**config.mk**
```make
export PLATFORM = sky130hd
export DESIGN_NAME = parity_frame_tx
export DESIGN_NICKNAME = d
export VERILOG_FILES = /design/src/rtl/parity_frame_tx.sv
export SDC_FILE = /design/constraint.sdc
export NUM_CORES = 1
export LEC_CHECK = 0
export CAP_MARGIN = 20
export CORE_ASPECT_RATIO = 1.1
export CORE_MARGIN = 1.5
export CORE_UTILIZATION = 30
export CTS_CLUSTER_DIAMETER = 30
export DETAILED_ROUTE_END_ITERATION = 8
export GPL_TIMING_DRIVEN = 0
export PLACE_DENSITY = 0.54
export SETUP_SLACK_MARGIN = 0.3
export SLEW_MARGIN = 20
export SYNTH_ARGS = -nofsm -noshare
export SYNTH_HDL_FRONTEND = slang
export SYNTH_SLANG_ARGS = --single-unit
```
**constraint.sdc**
```tcl
create_clock -name clk -period 1.8 [get_ports clk]
set_clock_uncertainty 0.1 [all_clocks]
set_input_delay 0.54 -clock clk [delete_from_list [all_inputs] [get_ports clk]]
set_output_delay 0.54 -clock clk [all_outputs]
set_load 0.01 [all_outputs]
```
**src/rtl/parity_frame_tx.sv**
```systemverilog
// UART-style frame transmitter: start, DW data bits LSB-first, parity, stop.
// Optional input-parity checker enabled by defining PARITY_FRAME_TX_CHECK_EN.
module parity_frame_tx #(
    parameter int unsigned DW           = 4,
    parameter int unsigned CLKS_PER_BIT = 4
) (
    input  logic          clk,
    input  logic          rst,
    input  logic [DW-1:0] data_in,
    input  logic          par_in,
    input  logic          in_valid,
    output logic          in_ready,
    output logic          tx_o,
    output logic          busy_o,
    output logic          done_o,
    output logic          par_err_o
);

    localparam int unsigned CW = $clog2(CLKS_PER_BIT + 1);
    localparam int unsigned BW = $clog2(DW + 1);
    localparam logic [CW-1:0] CntMax = CW'(CLKS_PER_BIT - 1);
    localparam logic [BW-1:0] BitMax = BW'(DW - 1);

    typedef enum logic [2:0] {StIdle, StStart, StData, StParity, StStop} state_e;

    state_e        state_q, state_d;
    logic [CW-1:0] cnt_q, cnt_d;
    logic [BW-1:0] bit_q, bit_d;
    logic [DW-1:0] shreg_q, shreg_d;
    logic          par_q, par_d;
    logic          tx_q, tx_d;
    logic          busy_q, busy_d;
    logic          done_q, done_d;
    logic          boundary;

`ifdef PARITY_FRAME_TX_CHECK_EN
    logic par_err_q, par_err_d;
`endif

    assign boundary = (cnt_q == CntMax);

    always_comb begin
        state_d = state_q;
        cnt_d   = cnt_q;
        bit_d   = bit_q;
        shreg_d = shreg_q;
        par_d   = par_q;
        tx_d    = tx_q;
        busy_d  = busy_q;
        done_d  = 1'b0;
`ifdef PARITY_FRAME_TX_CHECK_EN
        par_err_d = par_err_q;
`endif
        if (state_q != StIdle) begin
            cnt_d = boundary ? '0 : cnt_q + 1'b1;
        end

        case (state_q)
            StIdle: begin
                if (in_valid) begin
                    state_d = StStart;
                    shreg_d = data_in;
                    par_d   = par_in;
                    tx_d    = 1'b0;
                    busy_d  = 1'b1;
                    cnt_d   = '0;
                    bit_d   = '0;
`ifdef PARITY_FRAME_TX_CHECK_EN
                    par_err_d = ((~^data_in) != par_in);
`endif
                end
            end
            StStart: begin
                if (boundary) begin
                    state_d = StData;
                    tx_d    = shreg_q[0];
                end
            end
            StData: begin
                if (boundary) begin
                    if (bit_q == BitMax) begin
                        state_d = StParity;
                        tx_d    = par_q;
                    end else begin
                        shreg_d = shreg_q >> 1;
                        bit_d   = bit_q + 1'b1;
                        tx_d    = shreg_d[0];
                    end
                end
            end
            StParity: begin
                if (boundary) begin
                    state_d = StStop;
                    tx_d    = 1'b1;
                end
            end
            StStop: begin
                if (boundary) begin
                    state_d = StIdle;
                    busy_d  = 1'b0;
                    done_d  = 1'b1;
                end
            end
            default: state_d = StIdle;
        endcase
    end

    always_ff @(posedge clk or posedge rst) begin
        if (rst) begin
            state_q <= StIdle;
            cnt_q   <= '0;
            bit_q   <= '0;
            shreg_q <= '0;
            par_q   <= 1'b0;
            tx_q    <= 1'b1;
            busy_q  <= 1'b0;
            done_q  <= 1'b0;
        end else begin
            state_q <= state_d;
            cnt_q   <= cnt_d;
            bit_q   <= bit_d;
            shreg_q <= shreg_d;
            par_q   <= par_d;
            tx_q    <= tx_d;
            busy_q  <= busy_d;
            done_q  <= done_d;
        end
    end

`ifdef PARITY_FRAME_TX_CHECK_EN
    always_ff @(posedge clk or posedge rst) begin
        if (rst) begin
            par_err_q <= 1'b0;
        end else begin
            par_err_q <= par_err_d;
        end
    end
    assign par_err_o = par_err_q;
`else
    assign par_err_o = 1'b0;
`endif

    // Gated by rst so no word is offered while the block is held in reset.
    assign in_ready = (state_q == StIdle) && !rst;
    assign tx_o     = tx_q;
    assign busy_o   = busy_q;
    assign done_o   = done_q;

endmodule

```
== Word-level counts from Yosys, hierarchy flattened ==
Cells that the tools add are included.
Operators by class
  reductions and logical operators: 12
  add/sub/neg operators: 2
  muxes and demuxes: 30
  equality and inequality tests: 13
Operator list (count)
  2-to-1 mux 3 bit: 13
  case mux 3 bit (5 select lines): 1
  != test 2 bit (second input constant): 7
  == test 3 x 2 -> 1 bit (second input constant): 4
  2-to-1 mux 4 bit: 3
  2-to-1 mux 1 bit: 9
  case mux 4 bit (2 select lines): 1
  adder 3 x 1 -> 3 bit (second input constant): 2
  case mux 3 bit (2 select lines): 1
  AND reduction 6 bit: 1
  AND reduction 5 bit: 1
  case mux 1 bit (4 select lines): 1
  AND reduction 4 bit: 1
  nonzero test 2 bit: 2
  nonzero test 4 bit: 1
  == test 3 x 1 -> 1 bit (second input constant): 1
  == test 3 bit (second input constant): 1
  logical NOT 3 bit: 1
  AND reduction 3 bit: 1
  nonzero test 3 bit: 1
  case mux 1 bit (2 select lines): 1
  AND reduction 2 bit: 1
  logical AND 1 bit: 1
  logical NOT 1 bit: 1
Storage, ports and cells
  register bits: 17
  word-level logic and storage cells: 65

== Logic depth before layout (Yosys ltp) ==
  depth in word-level cells: 5
  depth in mapped cells: 5

== Worst setup path after synthesis ==
Ideal clock, no wire load.
  path type: register to output
  from: register state_q[2]
  to: output port in_ready
  cell stages (with the launch flop): 4
  buffers on the path: 1
  slack: -0.024 ns
  arrival: 1.184 ns
  path through: dfrtp_1 clkbuf_1 or3_2 nor2_1
On the way
  word-level cells in the longest chain between the ends: 2
Ends and longest elaborated chain
  start, declared: RTL line 26  | state_e state_q, state_d;
  start signal, assigned: RTL line 110  | state_q <= StIdle;
  start signal, assigned: RTL line 119  | state_q <= state_d;
  logical NOT 3 bit: RTL line 144  | assign in_ready = (state_q == StIdle) && !rst;
  logical AND 1 bit: RTL line 144
  end, declared: RTL line 12  | output logic in_ready,
No other way between the ends.

== Final worst setup path ==
Same ends and word-level chain as after synthesis.

==> out/qor.yml <==
status: "finished with violations"
violations: "setup timing"
crit_path_end_kind: "primary output"
timing.critical_path.slowest_cell_delay_ns: 0.40
ys.flop_type: "dfrtp_1"
tightest_slew_ns: 0.676
synth-edff-count: 0
grt_first_pass_wirelength_um: 3860
holdPathStages: 1
firstDrtPassIters: 4
nets: 133
cts_tree: "yes"
holdCritPathClass: "reg -> reg"
io_buffers: 11
yosysMostFrequentCell: "dfrtp_1"
fin_tns_setup_ns: -0.251
hold_ws_ns: 0.394
netlist_top_cells_count: "dfrtp_1, inv_1, mux2i_1, nor2_1, a2bb2oi_1"
antenna_cells: 0
netlist_area_um2: 965
grt_overflow: 0
startpoint_type: "register"
critPathTopFamily: "simple AND/OR/NAND/NOR gates"
leakage_nw: 0.614
synth_area_leaders: "dfrtp_1, mux2i_1, ha_1"
drv_cap: 0
drt_iter0_drc: 14
critical_path_class: "reg -> out"
gp_congestion: 0.690
finalPower_w: 0.00227
std_cell_rows: 21
cp_max_fo: 2
fin_ws_ns: -0.251
fin_area_mm2: 0.00147
rrSetupSlack_ns: 0.06
hold_viol_final: 0
synth_nets: 98
grt_pass1_vias: 888
cp_cell_sequence: "clkbuf_8 > or3_4 > nor2_4 > buf_6"
async_reset_ff_frac: 1.00
die_h_um: 62.5
met1_usage: 0.172
die_w_um: 57.1
initial_utilization: 0.317
worstHoldStart: "bit_q[0]$_DFFE_PP0P_"
grt_max_degree: 18
crit_arrival_ns: 1.41
placedCellCount: 132
busiest_layer: "met2"
drive_above_1_share: 0.545
hold_end: "bit_q[0]$_DFFE_PP0P_"
ys_ff_latch: 17
route.detailed.drc: 0
syn_inst: 87
post_drt_wl_per_cell_um: 14.5
die_area_mm2: 0.00357
clkSlewWorstSetupHoldPaths_ns: 0.11
vdd_drop_max_uv: 912
cellPowerDensity_mw_per_mm2: 1550
final_cells: 155
track_usage: 0.136
rr_endpoint: "par_q$_DFFE_PP0P_"
yosysTopAreaCellShare: 0.415
period_share: 1.14
met3_usage: 0.0186
worst_slew_margin_rel: 0.549
crit_start: "state_q[2]$_DFFE_PP0P_"
ant_nets: 0
clock-sinks: 17
synthDistinctLibCells: 39
reg2reg_depth: 5
synthDominantAreaCellType: "dfrtp_1"
routed_wl_um: 2250
cts_root_buf: "clkbuf_4"
htreeDepth: 1
antenna_found_initial: 0
fillCellCount: 295
min_period_ns: 2.05
area_growth_pct: 52.0
placed_area_mm2: 0.00116
syn_avg_cell_area_um2: 11.1
critPathBufInv: 2
numCtsBuffers: 3
synth_warnings: 0
slew_viol_final: 0
io_pins: 13
rsz0062_at_grt: "true"
dpl.hpwl_um: 1380
worstSkewPairLatency_ns: 0.31
fmax_mhz: 488
vias_per_cell: 5.21
holdBufCountCts: 0
r2r-start: "state_q[0]$_DFFE_PP0P_"
clock_path_buffers: 2
required_ns: 1.16
num_vias: 807
yosysSeqAreaShare: 0.442
met2_usage: 0.230
cp_slowest_cell: "dfrtp_1"
design.core.area_mm2: 0.00305
setup_viol: 1
==> report_power, final <==
| group | total [W] | internal [W] | switching, W |
|---|---|---|---|
| combinational | 0.00142 | 0.000794 | 0.000627 |
| sequential | 0.000628 | 0.000528 | 0.0000997 |
| clock | 0.000218 | 0.0000866 | 0.000131 |
| total | 0.00227 | 0.00141 | 0.000858 |
==> cell usage in the layout, fill, tap and decap left out, types with 2 or more instances in the layout <==
cell,count
o31ai_1,2
inv_1,6
clkbuf_4,3
ha_4,2
or3b_2,3
buf_6,10
nor2_4,2
nand2_1,2
o22ai_2,2
nand3b_1,3
clkdlybuf4s50_1,6
nor2_1,3
dfrtp_1,16
a2bb2oi_2,3
buf_2,2
mux2i_1,4
buf_4,16
==> layout make-up <==
cell class / count / area, µm² / area share
buffer: 6 / 62.6 / 0.0427
clock buffer: 4 / 26.3 / 0.0179
inverter: 6 / 22.5 / 0.0154
multi-input combinational: 58 / 623 / 0.425
sequential: 17 / 427 / 0.291
tap: 34 / 42.5 / 0.0290
timing repair buffer: 30 / 263 / 0.179
==> flip-flops by register name (all words and copies together) (netlist names) <==
register  flops
busy_o        1
bit_q         3
done_o        1
state_q       3
shreg_q       4
tx_o          1
par_q         1
cnt_q         3
==> kinds of logic (layout without fill, tap and decap cells) <==
logic type / count (synthesis) / after routing / share of synthesized area
multiplexers: 7 / 7 / 0.0791
buffers and inverters: 12 / 46 / 0.0739
flip-flops: 17 / 17 / 0.442
AO/OA/AOI/OAI: 18 / 18 / 0.158
AND/OR/NAND/NOR: 28 / 28 / 0.195
adder cells (fa/ha/maj): 3 / 3 / 0.0389
other: 1 / 1 / 0.00389
XOR/XNOR: 1 / 1 / 0.00908
==> metrics by stage <==
step | util | setup slack [ns]
floorplan | - | 0.157
global route | 0.481 | -0.275
CTS | 0.457 | -0.254
finish | 0.481 | -0.251
detailed placement | 0.380 | -0.481
global placement | 0.380 | -0.483
==> per-layer routing <==
layer	vias to the layer above	share of wire
li1	383	-
met1	411	0.44
met2	11	0.53
met3	2	0.027
met4	0	0.011
met5	-	0
==> how the worst max path moves through the flow <==
stage                              endpoint  slack (ns)  depth (start not counted)
after floorplan           par_q$_DFFE_PP0P_        0.16                          4
after global placement             in_ready       -0.48                          3
after detailed placement           in_ready       -0.48                          3
after CTS                          in_ready       -0.25                          4
after global routing               in_ready       -0.27                          4
final                              in_ready       -0.25                          4
==> timing repair <==
action,in CTS,in global routing
buffers inserted,14,5
pin swaps,6,3
hold endpoints to repair,0,0
setup endpoints to repair,15,17
gates resized for setup,42,11
Note: power is estimated with default switching activity, not from simulation.
